### src/rtl/mul_arbiter.sv
// ---------------------------------------------------------------------------
// mul_arbiter
//   Shares one shift-add multiplier (St/Done/Idle handshake, W x W -> 2W)
//   between NREQ requesters. Grant is round-robin. The winner's operands are
//   latched and the multiplier is given a one-cycle start pulse. The block then
//   waits for Done, bounded by TIMEOUT cycles. The product, or an error
//   response on timeout, comes back tagged with the requester id.
//
// Ports
//   Clk        clock, rising edge
//   Rst        synchronous reset, active-low
//   req        per-requester request level
//   op_a/op_b  packed operands, requester i at [i*W +: W]
//   busy       1 whenever the arbiter is not idle
//   rsp_valid  one-cycle response qualifier
//   rsp_id     requester owning the response
//   rsp_data   full 2*W product (0 on error)
//   rsp_err    multiply timed out
//   mul_st     start pulse to the multiplier
//   mul_a/b    latched operands to the multiplier
//   mul_done   multiplier Done (mul_prod valid while high)
//   mul_idle   multiplier Idle
//   mul_prod   multiplier product
// ---------------------------------------------------------------------------
module mul_arbiter #(
  parameter int NREQ    = 2,
  parameter int W       = 8,
  parameter int TIMEOUT = 64,
  parameter int IDW     = (NREQ > 1) ? $clog2(NREQ) : 1
) (
  input  logic                Clk,
  input  logic                Rst,
  input  logic [NREQ-1:0]     req,
  input  logic [NREQ*W-1:0]   op_a,
  input  logic [NREQ*W-1:0]   op_b,
  output logic                busy,
  output logic                rsp_valid,
  output logic [IDW-1:0]      rsp_id,
  output logic [2*W-1:0]      rsp_data,
  output logic                rsp_err,
  output logic                mul_st,
  output logic [W-1:0]        mul_a,
  output logic [W-1:0]        mul_b,
  input  logic                mul_done,
  input  logic                mul_idle,
  input  logic [2*W-1:0]      mul_prod
);

  localparam int CW = $clog2(TIMEOUT + 1);

  typedef enum logic [1:0] {
    S_IDLE  = 2'd0,
    S_ISSUE = 2'd1,
    S_WAIT  = 2'd2,
    S_RESP  = 2'd3
  } state_t;

  state_t          state_r;
  state_t          state_nxt_s;
  logic [IDW-1:0]  ptr_r;
  logic [IDW-1:0]  grant_id_s;
  logic            grant_vld_s;
  logic [CW-1:0]   cnt_r;
  logic            timeout_s;

  logic            busy_s;
  logic            mul_st_s;
  logic            rsp_valid_s;

  logic            busy_r;
  logic            rsp_valid_r;
  logic [IDW-1:0]  rsp_id_r;
  logic [2*W-1:0]  rsp_data_r;
  logic            rsp_err_r;
  logic            mul_st_r;
  logic [W-1:0]    mul_a_r;
  logic [W-1:0]    mul_b_r;

  assign busy      = busy_r;
  assign rsp_valid = rsp_valid_r;
  assign rsp_id    = rsp_id_r;
  assign rsp_data  = rsp_data_r;
  assign rsp_err   = rsp_err_r;
  assign mul_st    = mul_st_r;
  assign mul_a     = mul_a_r;
  assign mul_b     = mul_b_r;

  // Limit reached in the current WAIT cycle; a simultaneous mul_done still wins.
  assign timeout_s = (cnt_r == CW'(TIMEOUT - 1));

  // Round-robin winner search.
  // Candidates are scanned from the farthest (ptr+NREQ) to the nearest (ptr+1),
  // so the last hit is the highest-priority requester.
  always_comb begin
    int idx;
    grant_vld_s = |req;
    grant_id_s  = {IDW{1'b0}};
    idx         = 0;
    for (int k = NREQ; k >= 1; k--) begin
      idx = int'(ptr_r) + k;
      if (idx >= NREQ) begin
        idx = idx - NREQ;
      end else begin
        idx = idx;
      end
      grant_id_s = req[idx] ? IDW'(idx) : grant_id_s;
    end
  end

  // State register.
  always_ff @(posedge Clk) begin
    if (!Rst) begin
      state_r <= S_IDLE;
    end else begin
      state_r <= state_nxt_s;
    end
  end

  // Next-state logic.
  always_comb begin
    state_nxt_s = state_r;
    case (state_r)
      S_IDLE: begin
        if (grant_vld_s && mul_idle) begin
          state_nxt_s = S_ISSUE;
        end else begin
          state_nxt_s = S_IDLE;
        end
      end
      S_ISSUE: state_nxt_s = S_WAIT;
      S_WAIT: begin
        if (mul_done || timeout_s) begin
          state_nxt_s = S_RESP;
        end else begin
          state_nxt_s = S_WAIT;
        end
      end
      S_RESP:  state_nxt_s = S_IDLE;
      default: state_nxt_s = S_IDLE;
    endcase
  end

  // Output decode.
  // The decode works on the next state so that the registered flags line up
  // with the state they describe.
  always_comb begin
    busy_s      = (state_nxt_s != S_IDLE);
    mul_st_s    = (state_nxt_s == S_ISSUE);
    rsp_valid_s = (state_nxt_s == S_RESP);
  end

  // Registered outputs, operand latch, timeout counter and rr pointer.
  always_ff @(posedge Clk) begin
    if (!Rst) begin
      busy_r      <= 1'b0;
      rsp_valid_r <= 1'b0;
      rsp_id_r    <= {IDW{1'b0}};
      rsp_data_r  <= {(2*W){1'b0}};
      rsp_err_r   <= 1'b0;
      mul_st_r    <= 1'b0;
      mul_a_r     <= {W{1'b0}};
      mul_b_r     <= {W{1'b0}};
      cnt_r       <= {CW{1'b0}};
      ptr_r       <= IDW'(NREQ - 1);
    end else begin
      busy_r      <= busy_s;
      mul_st_r    <= mul_st_s;
      rsp_valid_r <= rsp_valid_s;
      case (state_r)
        S_IDLE: begin
          if (grant_vld_s && mul_idle) begin
            mul_a_r  <= op_a[grant_id_s*W +: W];
            mul_b_r  <= op_b[grant_id_s*W +: W];
            rsp_id_r <= grant_id_s;
          end
        end
        S_ISSUE: cnt_r <= {CW{1'b0}};
        S_WAIT: begin
          if (mul_done) begin
            rsp_data_r <= mul_prod;
            rsp_err_r  <= 1'b0;
          end else if (timeout_s) begin
            rsp_data_r <= {(2*W){1'b0}};
            rsp_err_r  <= 1'b1;
          end else begin
            cnt_r <= cnt_r + CW'(1);
          end
        end
        // The requester just served becomes lowest priority.
        S_RESP:  ptr_r <= rsp_id_r;
        default: ptr_r <= ptr_r;
      endcase
    end
  end

endmodule

### config.mk
export PLATFORM = sky130hd
export DESIGN_NAME = mul_arbiter
export DESIGN_NICKNAME = d
export VERILOG_FILES = /design/src/rtl/mul_arbiter.sv
export SDC_FILE = /design/constraint.sdc
export NUM_CORES = 1
export LEC_CHECK = 0
export ABC_AREA = 1
export BUFFER_PORTS_ARGS = -buffer_cell sky130_fd_sc_hd__buf_2
export CAP_MARGIN = 25
export CORE_ASPECT_RATIO = 1.25
export CORE_MARGIN = 3
export CORE_UTILIZATION = 46
export CTS_CLUSTER_DIAMETER = 200
export DETAILED_ROUTE_END_ITERATION = 7
export PLACE_DENSITY = 0.87
export SLEW_MARGIN = 20
export SYNTH_ARGS = -nofsm -noshare
export SYNTH_HDL_FRONTEND = slang
export SYNTH_SLANG_ARGS = --single-unit
### constraint.sdc
create_clock -name Clk -period 1.73 [get_ports Clk]
set_input_delay 0.173 -clock Clk [delete_from_list [all_inputs] [get_ports Clk]]
set_output_delay 0.173 -clock Clk [all_outputs]
set_load 0.005 [all_outputs]
==> impl_metrics.toml <==
[status]
status = "complete, no violations"

[placed_design]
placedCellCount = 408
numPortBuffers = 90
place_hpwl_mm = 3.69
place.gp.congestion = 0.837

[finish]
layout-drive-gt1-share = 0.314
diodes = 0
area_delta_synth_final_pct = 28.7
layout_common_cells = "nand2_1 (90), buf_2 (90), dfxtp_1 (47), a21oi_1 (21), inv_1 (20)"
fin_nets = 419
postLayoutCoreUtil = 0.625
fin_cells = 416

[clocking]
cts.hold.buffers_added = 0
clk_pin_slew_ns = 0.08
cts-root-buf = "clkbuf_8"
cts_sinks = 47
clockBufferDepth = 2
cts_tree = "done"
clk_latency_ns = 0.30
numCtsBuffers = 5
htree_levels = 2

[setup_path]
path_delay_family = "simple AND/OR/NAND/NOR gates"
critPathBufInv = 1
path_depth = 6
reg2reg_depth = 6
max_stage_delay_ns = 0.37
crit_type = "register to register"
worst_setup_path_start_kind = "register"
critPathRequiredTime_ns = 1.96
arrival_ns = 1.71
crit_slowest_cell = "dfxtp_1"
cp_max_fo = 7
cp_cell_sequence = "inv_1 -> ha_2 -> or2_1 -> nand3_1 -> nand2_1 -> a21oi_1"
end_kind = "register"

[power]
switchingPower_w = 0.000858
power_frac_seq = 0.491
power.leakage_nw = 1.28
vdd.ir_drop.worst_v = 0.000651
power.internal_w = 0.00183
power_density_nw_per_um2 = 1040
combPwrFrac = 0.276
swShare = 0.319
power_frac_clock = 0.233

[routing]
vias = 2079
drc = 0
wl_mm = 4.81
wl_per_cell_um = 11.6
via_per_inst = 5.00
detail_route.iter0.violations = 84
first_pass_iters = 5
antenna_left = 0

[sta]
period_share = 0.855
setup_violations = 0
setup_tns_ns = 0
slew_viol_final = 0
hold_violations = 0
timing.hold.ws_ns = 0.119
rsz0062_at_grt = "false"
slew_headroom = 0.682
final.min_clock_period_ns = 1.48
tightest_slew_ns = 0.476
finalClockSkew_ns = 0.00630
fmax_ghz = 0.676

[global_route]
antenna_found_initial = 0
grt_pass1_wl_mm = 7.93
gr-total-overflow = 0
track_usage = 0.193
grt_max_degree = 35
grt_pass1_vias = 1912

[floorplan]
rows = 26
ios = 91
die_x_um = 65.1
dieArea_um2 = 5190
initial_core_util = 0.485
core_um2 = 4130
die_y_um = 79.8

[synth]
syn_area_um2 = 2010
yosysUniqueCellTypes = 24
ys_seq_elements = 47
yosys_warnings = 0
synth_top_cell_area_share = 0.469
yosys-top-cells-area = "dfxtp_1 (47%), nand2_1 (17%), a21oi_1 (5.2%)"
synthCells = 270
yosysSeqAreaShare = 0.469
syn-num-nets = 330
synth.avg_cell_area_um2 = 7.43
yosys.area.top_type = "dfxtp_1"

[min_path]
hold_depth = 3
hold_path_class = "input pin to register"

[run]
cap_violations = 0
-- final timing paths --
check                    from          end  slack (ns)
setup / recovery   state_r[0]     cnt_r[5]        0.25
hold / removal    mul_prod[2]  rsp_data[2]        0.12
setup reg to reg   state_r[0]     cnt_r[5]        0.25
hold reg to reg   rsp_data[2]  rsp_data[2]        0.46
-- layer usage --
layer	up-vias	share of wire	GRT usage
met3	10	0.083	0.0521
met4	0	0.022	0.0747
met1	911	0.40	0.205
met2	103	0.50	0.358
met5	-	0	0
li1	1055	-	-
-- state kept, by name, summed over array words and instances (netlist names) --
name	count
rsp_data	16
mul_a	8
mul_b	8
cnt_r	7
state_r	2
busy	1
mul_st	1
ptr_r	1
rsp_err	1
rsp_id	1
rsp_valid	1
-- Yosys cell counts (all sizes together) --
| cell | instances |
|---|---|
| dfxtp | 47 |
| buf | 7 |
| nand3 | 3 |
| clkbuf | 5 |
| nor3 | 2 |
| or2 | 1 |
| a21oi | 21 |
| nor2 | 17 |
| ha | 6 |
| inv | 23 |
| a31oi | 16 |
| o21ai | 22 |
| nand4 | 6 |
| nand2 | 94 |
-- cell type report --
cell class | instances | area, µm²
Multi-Input combinational cell | 188 | 916
Sequential cell | 47 | 941
Tap cell | 56 | 70.1
Fill cell | 367 | 1550
Inverter | 23 | 88.8
Timing Repair Buffer | 94 | 480
Clock buffer | 6 | 72.6
Clock inverter | 2 | 12.5
-- tightest hold or removal path, delay by kind of cell --
kind / cells / cell delay (ns)
and+or+nand+nor: 1 / 0.05
AOI/OAI and AO/OA: 1 / 0.05
buffers and inverters: 1 / 0.09
-- cells by family (layout without fill, tap and decap cells) --
group | count (synthesis) | count (layout) | share of synthesized area
buffers and inverters | 35 | 125 | 0.0755
AOI/OAI and AO/OA | 59 | 59 | 0.157
adders and majority gates | 6 | 6 | 0.0374
and+or+nand+nor | 123 | 123 | 0.261
DFF | 47 | 47 | 0.469
-- through the flow --
| stage | worst slack [ns] | power (W) | cell area, µm² |
|---|---|---|---|
| after floorplan | 0.326 | 0.00180 | 2010 |
| final | 0.250 | 0.00269 | 2580 |
| after CTS | 0.109 | 0.00272 | 2580 |
| after global routing | 0.0729 | 0.00288 | 2580 |
| after detailed placement | 0.134 | 0.00209 | 2490 |
| after global placement | 0.267 | 0.00206 | 2490 |
-- power by group through the flow --
| stage | sequential [W] | combinational (W) | clock [W] |
|---|---|---|---|
| 2_1_floorplan | 0.00135 | 0.000456 | 0 |
| 3_3_place_gp | 0.00134 | 0.000719 | 0 |
| 3_5_place_dp | 0.00134 | 0.000748 | 0 |
| 4_1_cts | 0.00132 | 0.000749 | 0.000655 |
| 5_1_grt | 0.00134 | 0.000852 | 0.000688 |
| 6_report | 0.00132 | 0.000742 | 0.000627 |
-- repair_timing --
action                     in CTS  in global routing
hold endpoints to repair        0                  0
gates resized for setup         0                  3
setup endpoints to repair       0                 16
setup buffers                   0                  0
Power figures use the tool's default switching activity.
